File: src/rtl/pc_sequencer.sv
// Program-counter sequencer for the multicycle MIPS datapath: owns the PC,
// fetches over a req/ack handshake, and applies branch/jump/jr redirects on commit.
module pc_sequencer #(
  parameter int                     WORD_LENGTH = 32,
  parameter logic [WORD_LENGTH-1:0] RESET_PC    = 32'h0040_0000
) (
  input  logic                   clk,
  input  logic                   reset,
  input  logic [WORD_LENGTH-1:0] Pc_Plus4,
  input  logic [WORD_LENGTH-1:0] Branch_Target,
  input  logic [WORD_LENGTH-1:0] Jr_Target,
  input  logic [25:0]            Jump_Field,
  input  logic                   Zero,
  input  logic                   Branch_Ne,
  input  logic [1:0]             Next_Sel,
  input  logic                   Commit,
  input  logic                   Fetch_Ack,
  input  logic [WORD_LENGTH-1:0] Mem_Data,
  output logic [WORD_LENGTH-1:0] Pc,
  output logic [WORD_LENGTH-1:0] Old_Pc,
  output logic [WORD_LENGTH-1:0] Instr,
  output logic                   Instr_Valid,
  output logic                   Fetch_Req,
  output logic                   Addr_Error
);

  typedef enum logic [1:0] {
    ST_FETCH = 2'd0,
    ST_HOLD  = 2'd1,
    ST_HALT  = 2'd2
  } state_e;

  state_e                 state_q;
  logic [WORD_LENGTH-1:0] pc_q;
  logic [WORD_LENGTH-1:0] old_pc_q;
  logic [WORD_LENGTH-1:0] instr_q;
  logic                   instr_valid_q;
  logic                   addr_error_q;

  logic [WORD_LENGTH-1:0] jump_target;
  logic [WORD_LENGTH-1:0] redirect_target;
  logic                   redirect_taken;
  logic                   redirect_misaligned;

  // pc_q already holds Old_Pc + 4 here, so its top nibble is the MIPS j/jal region.
  assign jump_target = {pc_q[WORD_LENGTH-1:28], Jump_Field, 2'b00};

  always_comb begin
    redirect_taken  = 1'b0;
    redirect_target = pc_q;
    case (Next_Sel)
      2'b01: begin
        redirect_taken  = Zero ^ Branch_Ne;
        redirect_target = Branch_Target;
      end
      2'b10: begin
        redirect_taken  = 1'b1;
        redirect_target = jump_target;
      end
      2'b11: begin
        redirect_taken  = 1'b1;
        redirect_target = Jr_Target;
      end
      default: begin
        redirect_taken  = 1'b0;
        redirect_target = pc_q;
      end
    endcase
  end

  assign redirect_misaligned = redirect_taken && (redirect_target[1:0] != 2'b00);

  always_ff @(posedge clk) begin
    if (reset) begin
      state_q       <= ST_FETCH;
      pc_q          <= RESET_PC;
      old_pc_q      <= '0;
      instr_q       <= '0;
      instr_valid_q <= 1'b0;
      addr_error_q  <= 1'b0;
    end else begin
      case (state_q)
        ST_FETCH: begin
          if (Fetch_Ack) begin
            instr_q       <= Mem_Data;
            old_pc_q      <= pc_q;
            pc_q          <= Pc_Plus4;
            instr_valid_q <= 1'b1;
            state_q       <= ST_HOLD;
          end
        end
        ST_HOLD: begin
          if (Commit) begin
            instr_valid_q <= 1'b0;
            if (redirect_misaligned) begin
              // A bad target freezes the machine; only reset recovers.
              addr_error_q <= 1'b1;
              state_q      <= ST_HALT;
            end else begin
              if (redirect_taken) begin
                pc_q <= redirect_target;
              end
              state_q <= ST_FETCH;
            end
          end
        end
        ST_HALT: begin
          state_q <= ST_HALT;
        end
        default: begin
          state_q <= ST_HALT;
        end
      endcase
    end
  end

  assign Pc          = pc_q;
  assign Old_Pc      = old_pc_q;
  assign Instr       = instr_q;
  assign Instr_Valid = instr_valid_q;
  assign Fetch_Req   = (state_q == ST_FETCH);
  assign Addr_Error  = addr_error_q;

endmodule

File: config.mk
export PLATFORM = sky130hd
export DESIGN_NAME = pc_sequencer
export DESIGN_NICKNAME = d
export VERILOG_FILES = /design/src/rtl/pc_sequencer.sv
export SDC_FILE = /design/constraint.sdc
export NUM_CORES = 1
export LEC_CHECK = 0
export ABC_AREA = 1
export CORE_UTILIZATION = 35
export DETAILED_ROUTE_END_ITERATION = 6
export PLACE_DENSITY = 0.77
export REMOVE_ABC_BUFFERS = 1
export SLEW_MARGIN = 10
export SYNTH_ARGS = -nofsm -noshare
export SYNTH_HDL_FRONTEND = slang
export SYNTH_SLANG_ARGS = --single-unit
File: constraint.sdc
create_clock -name clk -period 1.8 [get_ports clk]
set_input_delay 0.54 -clock clk [delete_from_list [all_inputs] [get_ports clk]]
set_output_delay 0.54 -clock clk [all_outputs]
set_load 0.02 [all_outputs]
======== Word-level counts from Yosys, hierarchy flattened ========
Index checks and enable logic that the tools add are counted.
operators by class
  $add $sub $neg .......................... 0
  $mul .................................... 0
  divide/modulo/power cells ............... 0
  magnitude comparators ................... 0
  equality and inequality tests ........... 11
  shift operators ......................... 0
  muxes and demuxes ....................... 14
  bitwise logic cells ..................... 1
  reductions and logical operators ........ 12
operators with widths
  operator                                                                  number
  32-bit two-way mux                                                        4
  32-bit one-hot mux with 3 select lines                                    1
  32-bit one-hot mux with 2 select lines                                    1
  2-bit inequality test (second input constant)                             5
  7-bit AND reduction                                                       1
  2-bit two-way mux                                                         3
  3-bit AND reduction                                                       2
  6-bit AND reduction                                                       1
  5-bit AND reduction                                                       1
  2-bit by 1-bit == test with 1-bit output (second input constant)          2
  2-bit == test (second input constant)                                     2
  4-bit by 1-bit inequality test with 1-bit output (second input constant)  1
  1-bit one-hot mux with 2 select lines                                     2
  2-bit one-hot mux with 2 select lines                                     1
  2-bit AND reduction                                                       2
  2-bit nonzero test                                                        2
  3-bit by 1-bit inequality test with 1-bit output (second input constant)  1
  2-bit logical NOT                                                         1
  1-bit two-way mux                                                         2
  2-bit OR reduction                                                        1
  1-bit logical AND                                                         1
  1-bit bitwise XOR                                                         1
storage, ports and cells
  bits in registers ....................... 100
  bits in latches ......................... 0
  bits in writable memories ............... 0
  bits in read-only memories .............. 0
  bits of input ports ..................... 162
  output and inout bits ................... 99
  word-level logic and storage cells ...... 46
  memories kept ........................... 0

======== Logic depth before layout (Yosys ltp) ========
Gate-level depths: netlist (run 1).
  depth after elaboration ................. 7
  depth in mapped cells ................... 12
  mapped depth without buffers ............ 11

======== Worst setup path after synthesis (run 1) ========
No wires, ideal clock.
  kind .................................... input-to-reg
  start point ............................. in Next_Sel[1]
  end point ............................... reg pc_q[18] (netlist: Pc[18])
  setup time .............................. 113 ps
  arrival ................................. 1680 ps
  required time ........................... 1687 ps
  setup slack ............................. 7 ps
  stages .................................. 12
  path buffers ............................ 1
  cells stage by stage .................... inv_1 ha_1 inv_1 nand3_1 nand2_1 nand2_1 nand3_1 nand4_2 buf_2 nand2_1 nand2_1 nor2_1
between the ends
  cells in the longest elaborated chain, start to end .. 6
  elaborated cells between the ends (all ways) .. 16
  classes of those cells .................. 6 x eq/ne; 6 x mux; 4 x reduce/logical
ends and longest elaborated chain
  item                                                                           line    source
  from (decl)                                                                    15      input logic [1:0] Next_Sel,
  2-bit == test or 2-bit by 1-bit == test with 1-bit output (tied branches)      51      case (Next_Sel)
  32-bit one-hot mux with 3 select lines or 2-bit OR reduction (tied branches)   -
  32-bit two-way mux (tied with other cells)                                     100     if (redirect_taken) begin
  32-bit two-way mux or 1-bit logical AND (tied branches)                        95, 71
  32-bit two-way mux or 2-bit inequality test (tied branches)                    -
  32-bit one-hot mux with 2 select lines or 6-bit AND reduction (tied branches)  -
  to (signal assigned)                                                           87      pc_q <= Pc_Plus4;
  to (signal assigned)                                                           101     pc_q <= redirect_target;
  to (decl)                                                                      34      logic [WORD_LENGTH-1:0] pc_q;
Parallel ways exist; a longest one is shown, timed or not. The select of a mux whose other input is x is not followed.
A chain may end at the register's enable or synchronous reset.

======== Worst setup path in the final report (run 1) ========
  start point ............................. reg state_q[0]
  end point ............................... out Fetch_Req
between the ends
  cells in the longest elaborated chain, start to end .. 1
ends and longest elaborated chain
  item                    line  source
  from (decl)             33    state_e state_q;
  from (signal assigned)  75    state_q <= ST_FETCH;
  from (signal assigned)  89    state_q <= ST_HOLD;
  from (signal assigned)  98    state_q <= ST_HALT;
  2-bit logical NOT       121   assign Fetch_Req = (state_q == ST_FETCH);
  to (decl)               23    output logic Fetch_Req,
Every way passes these cells.

==> results of run 1 <==
registers in the layout (all words and copies together), names as in the netlist:
signal,flops
state_q,2
Old_Pc,32
Pc,32
Instr,32
Addr_Error,1
Instr_Valid,1
metrics by stage:
stage	TNS [ns]	std cells	setup slack (ns)	util (%)	cell area, um^2
6_report	0	1118	0.0306	64.8	8250
5_1_grt	-0.0102	1118	-0.00439	64.8	8250
4_1_cts	-0.177	1118	-0.0476	63.6	8090
3_5_place_dp	-24.94	1091	-0.723	59.8	7610
3_3_place_gp	-21.28	1091	-0.638	59.8	7610
2_1_floorplan	-95.70	619	-1.19	-	4400
what timing repair did:
item | 4_1_cts | 5_1_grt
resized for setup | 149 | 39
endpoints found under the setup margin | 133 | 32
pin swaps | 10 | 11
hold endpoints to repair | 0 | 0
gates cloned | 4 | 1
setup buffers | 7 | 0
kinds of logic after synthesis:
| family | share of synthesized area (%) |
|---|---|
| fa+ha+maj | 1.64 |
| compound gates | 18.4 |
| flops | 43.6 |
| simple gates | 28.7 |
| buf+inv | 7.61 |
worst max-delay path, delay by kind of cell (launching register included):
| family | cells | cell delay, ns |
|---|---|---|
| simple gates | 1 | 0.15 |
| buf+inv | 1 | 0.36 |
| flops | 1 | 0.38 |
power by group:
| group | internal, mW | switching (mW) | leakage [nW] |
|---|---|---|---|
| logic | 1.09 | 1.16 | 2.92 |
| registers | 2.45 | 0.114 | 0.829 |
| clock network | 1.09 | 0.851 | 0.144 |
| total | 4.63 | 2.12 | 3.89 |
final cells by class:
cell class / count / area (um^2) / share of cell area [%]
Clock inverter: 5 / 61.3 / 0.743
Timing Repair Buffer: 311 / 3130 / 37.9
Tap cell: 172 / 215 / 2.61
Multi-Input combinational cell: 475 / 2440 / 29.5
Sequential cell: 100 / 2000 / 24.3
Inverter: 44 / 173 / 2.09
Clock buffer: 11 / 233 / 2.82
synth_stat cells:
cell type and count:
nand3_1 32, nor2_2 1, a21oi_1 38, buf_4 1
inv_2 2, ha_1 6, inv_1 42, nand2_4 2
o21ai_0 70, nor2_4 1, or2_4 1, buf_2 15
nand4_1 2, nand4_2 2, nor2_1 128, dfxtp_1 100
nand2_1 157, a22o_1 34, a211oi_1 1, clkbuf_1 22
buf_1 5
how the worst max path moves through the flow:
stage,cells after the start,start,slack [ns],endpoint
2_1_floorplan,5,state_q[1]$_SDFFE_PP0P_,-1.19,Old_Pc[0]$_SDFFE_PP0P_
3_3_place_gp,13,Next_Sel[0],-0.64,Pc[23]$_SDFFE_PP0P_
3_5_place_dp,13,Next_Sel[0],-0.72,Pc[24]$_SDFFE_PP0P_
4_1_cts,13,Next_Sel[0],-0.05,Pc[16]$_SDFFE_PP0P_
5_1_grt,14,Next_Sel[0],-0.004,Pc[24]$_SDFFE_PP0P_
6_report,2,state_q[0]$_SDFFE_PP0P_,0.03,Fetch_Req
routing by layer:
metal / wire length, um / part of all wire [%] / up-vias / GRT usage (%)
li1: - / - / 2704 / -
met3: 1440 / 8.8 / 18 / 7.47
met1: 6540 / 40 / 2446 / 26.1
met2: 8290 / 50 / 202 / 43.6
met4: 188 / 1.1 / 0 / 6.07
met5: 0 / 0 / - / 0
==> impl_metrics.json, run 1 <==
{
  "holdCritStartpoint": "Addr_Error$_SDFFE_PP0P_",
  "worstMarginPinSlew_ns": 0.386,
  "gp_congestion": 0.816,
  "fp.dieH_um": 116,
  "endpoint_kind": "primary output",
  "final.period_utilization_pct": 98.3,
  "relSlewSlack_pct": 74.0,
  "status": "completed",
  "final_cell_mix": "151 x clkdlybuf4s50_1, 148 x nand2_1, 117 x nor2_1",
  "p_per_area_nw_per_um2": 819,
  "worstReg2RegStart": "state_q[0]$_SDFFE_PP0P_",
  "critPathMaxFanout": 4,
  "num_antenna_cells": 0,
  "wirelength_mm": 16.5,
  "slowest_delay_ns": 0.38,
  "grt_pass1_vias": 5052,
  "chipWidth_um": 116,
  "holdPathStages": 2,
  "worstRegToRegCells": 10,
  "fp-row-count": 41,
  "hp-class": "register to register",
  "path_clk_slew_ns": 0.07,
  "io-pin-count": 261,
  "dieArea_um2": 13600,
  "routed_via_density": 4.80,
  "first_pass_iters": 4,
  "synth_area_um2": 4590,
  "core_area_um2": 12700,
  "grt_overflow": 0,
  "initial_core_util_pct": 36.1,
  "clock_latency_ns": 0.34,
  "nets": 1109,
  "power_mw": 6.76,
  "ys_ff_latch": 100,
  "syn_inst": 662,
  "grt_pass1_wl_mm": 24.4,
  "fillCellCount": 1204,
  "synth.distinct_cells": 21,
  "setup_viol": 0,
  "yosysWarningCount": 0,
  "max-vdd-ir-drop_mv": 0.391,
  "cp_slowest_cell": "dfxtp_1",
  "cts_inserted_buffers": 9,
  "holdWs_ns": 0.456,
  "drtIter0Drc": 253,
  "yosysTopAreaCell": "dfxtp_1",
  "num_vias": 5370,
  "report.final.slew_viol_count": 0,
  "p_leak_nw": 3.89,
  "routedWlPerCell_um": 14.7,
  "synthTopCellsByArea": "dfxtp_1 44%, nand2_1 13%, nor2_1 10%",
  "yosysSeqAreaShare_pct": 43.6,
  "cts_root_buf": "clkbuf_16",
  "clockBufferDepth": 2,
  "timing.max_cap.violations": 0,
  "grt_max_degree": 48,
  "grt_antenna_before_repair": 0,
  "clock-sinks": 100,
  "mostFrequentLayoutCell": "clkdlybuf4s50_1",
  "period_minus_slack_ns": 1.77,
  "maxClockFrequency_ghz": 0.565,
  "required_ns": 1.26,
  "r2r_setup_slack_ns": 0.10,
  "portBuffers": 260,
  "drive_above_1_share_pct": 11.9,
  "finalHoldViolations": 0,
  "drc": 0,
  "htree_levels": 3,
  "cp_data_arrival_time_ns": 1.23,
  "hold_path_end": "Addr_Error$_SDFFE_PP0P_",
  "fin_skew_ns": 0.00703,
  "grt_use_total_pct": 23.7,
  "cts_tree": "done",
  "crit_type": "register to primary output",
  "r2r_end": "Pc[11]$_SDFFE_PP0P_",
  "avgSynthCellArea_um2": 6.93,
  "cts_hold_buf": 0,
  "yosysTopAreaCellShare_pct": 43.6,
  "dp_hpwl_mm": 12.1,
  "postRouteAntennaNets": 0,
  "path_cells": "nor2_1, dlygate4sd2_1",
  "startpoint_type": "register",
  "rsz0062_at_grt": "yes",
  "synthToLayoutAreaGrowth_pct": 79.8
}
(Power assumes the default switching activity.)
==> inputs of run 2 (changes only) <==
--- a/config.mk
+++ b/config.mk
@@ -6,9 +6,11 @@
 export NUM_CORES = 1
 export LEC_CHECK = 0
 export ABC_AREA = 1
+export CORE_MARGIN = 2
 export CORE_UTILIZATION = 35
 export DETAILED_ROUTE_END_ITERATION = 6
-export PLACE_DENSITY = 0.77
+export MAX_ROUTING_LAYER = met4
+export PLACE_DENSITY = 0.8
 export REMOVE_ABC_BUFFERS = 1
 export SLEW_MARGIN = 10
 export SYNTH_ARGS = -nofsm -noshare
==> run 2 against run 1 <==
Clock power shrank 3%. Power shrank 2.5%. Die area rose by 3.5%. Sequential share of layout area grew 0.64 points. Clock skew decreased by 0.0025 ns. Design area is 2.6% lower. Non-clock buffer count down 4. Via count is 0.71% higher. Register-to-register slack about the same. Largest power group unchanged. Highest routed layer unchanged.
==> impl_metrics.json, run 2 (synthesis gave the netlist of run 1 again) <==
{
  "initial_core_util_pct": 36.1,
  "first_pass_iters": 4,
  "dieArea_um2": 14000,
  "max-vdd-ir-drop_mv": 0.385,
  "final.period_utilization_pct": 96.7,
  "grt_antenna_before_repair": 0,
  "clkPwrFrac_pct": 28.7,
  "status": "completed",
  "finalHoldViolations": 0,
  "final_cell_mix": "156 x clkdlybuf4s50_1, 149 x nand2_1, 126 x nor2_1",
  "routed_via_density": 4.85,
  "grt_max_degree": 50,
  "pre_cts_slack_ns": -0.800,
  "p_sw_share_pct": 31.1,
  "worstReg2RegStart": "state_q[1]$_SDFFE_PP0P_",
  "grt_use_total_pct": 23.9,
  "timing.max_cap.violations": 0,
  "report.final.slew_viol_count": 0,
  "finalInstanceArea_um2": 8040,
  "cts_inserted_buffers": 9,
  "placed_area_um2": 7620,
  "worstSetupStartpoint": "Jr_Target[0]",
  "fp-row-count": 41,
  "synthToLayoutAreaGrowth_pct": 75.1,
  "period_minus_slack_ns": 1.74,
  "holdWs_ns": 0.457,
  "required_ns": 2.03,
  "grt_pass1_vias": 5299,
  "clock_latency_ns": 0.34,
  "p_leak_nw": 3.79,
  "drtIter0Drc": 266,
  "crit_type": "input port to register",
  "clock-sinks": 100,
  "mostFrequentLayoutCell": "clkdlybuf4s50_1",
  "drive_above_1_share_pct": 10.3,
  "fin_ws_ns": 0.0593,
  "p_per_area_nw_per_um2": 820,
  "endpoint_kind": "register",
  "p_int_mw": 4.54,
  "relSlewSlack_pct": 75.0,
  "comb_power_share_pct": 32.4,
  "postRouteAntennaNets": 0,
  "gp_congestion": 0.840,
  "holdPathStages": 2,
  "fin_util_pct": 63.2,
  "critPathMaxFanout": 7,
  "wirelength_mm": 16.5,
  "fp.dieH_um": 118,
  "worstRegToRegCells": 11,
  "routedWlPerCell_um": 14.8,
  "p_seq_share_pct": 38.9,
  "htree_levels": 3,
  "cts_tree": "done",
  "grt_pass1_wl_mm": 26.2,
  "portBuffers": 260,
  "setup_tns_ns": 0,
  "fin_skew_ns": 0.00458,
  "power_mw": 6.59,
  "io-pin-count": 261,
  "switchingPower_mw": 2.05,
  "num_vias": 5408,
  "cp_data_arrival_time_ns": 1.97,
  "cts_root_buf": "clkbuf_16",
  "final_cells": 1114,
  "drc": 0,
  "startpoint_type": "input port",
  "nets": 1105,
  "chipWidth_um": 118,
  "clockBufferDepth": 2,
  "setup_viol": 0,
  "hp-class": "register to register",
  "worstMarginPinSlew_ns": 0.375,
  "fillCellCount": 1196,
  "core_area_um2": 12700,
  "path_clk_slew_ns": 0.06,
  "grt_overflow": 0,
  "holdCritStartpoint": "Addr_Error$_SDFFE_PP0P_",
  "dp_hpwl_mm": 12.0,
  "maxClockFrequency_ghz": 0.574,
  "placed_cells": 1090,
  "num_antenna_cells": 0
}
run 2: cell types whose count changed in the layout (fill, tap and decap cells not counted), sizes merged, moves of 2 or more:
cell           previous run  this run
buf                      52        48
clkdlybuf4s50           151       156
clkinv                    3         1
clkinvlp                  0         2
dlygate4sd2             103       100
dlymetal6s2s              4         1
run 2: worst paths after layout:
path | end | slack [ns]
worst max-delay path | Pc[16]$_SDFFE_PP0P_ | 0.06
worst min-delay path | Addr_Error$_SDFFE_PP0P_ | 0.46
worst max register to register | Pc[16]$_SDFFE_PP0P_ | 0.09
worst min register to register | Addr_Error$_SDFFE_PP0P_ | 0.46
run 2: area by class of cell:
class / count / area, um^2 / area share [%]
timing repair buffer: 307 / 3000 / 37.3
multi-input combinational: 475 / 2360 / 29.4
sequential: 100 / 2000 / 24.9
clock buffer: 12 / 236 / 2.94
tap: 172 / 215 / 2.68
inverter: 44 / 170 / 2.12
clock inverter: 4 / 50.0 / 0.623
run 2: per-layer routing:
layer  up-vias  routed length (um)  global-route usage [%]
li1       2688                   -                       -
met1      2448                6920                    28.1
met2       240                8070                    40.4
met3        32                1060                    4.63
met4         0                 407                    8.85
met5         -                   0                       -
run 2: critical path, cell delays in order:
cell	delay [ns]
clkdlybuf4s50_1	0.42
nand2_1	0.07
nand3_1	0.08
nand2_2	0.09
nand2_4	0.07
nand3_4	0.07
nand4_4	0.16
buf_6	0.17
buf_16	0.13
nor2_1	0.11
nor2_1	0.06
run 2: power by group through the flow:
stage          registers (mW)  logic [mW]  clock network (mW)
2_1_floorplan            2.90       0.681                   0
3_3_place_gp             2.61        2.10                   0
3_5_place_dp             2.62        2.13                   0
4_1_cts                  2.56        2.16                1.93
5_1_grt                  2.59        2.32                2.03
6_report                 2.56        2.13                1.89
run 2: what timing repair did:
item	4_1_cts	5_1_grt
setup buffers	5	1
endpoints found under the hold margin	0	0
setup endpoints to repair	132	27
pin swaps	9	10
hold buffers	0	0
resized for setup	135	21
gates cloned	4	0
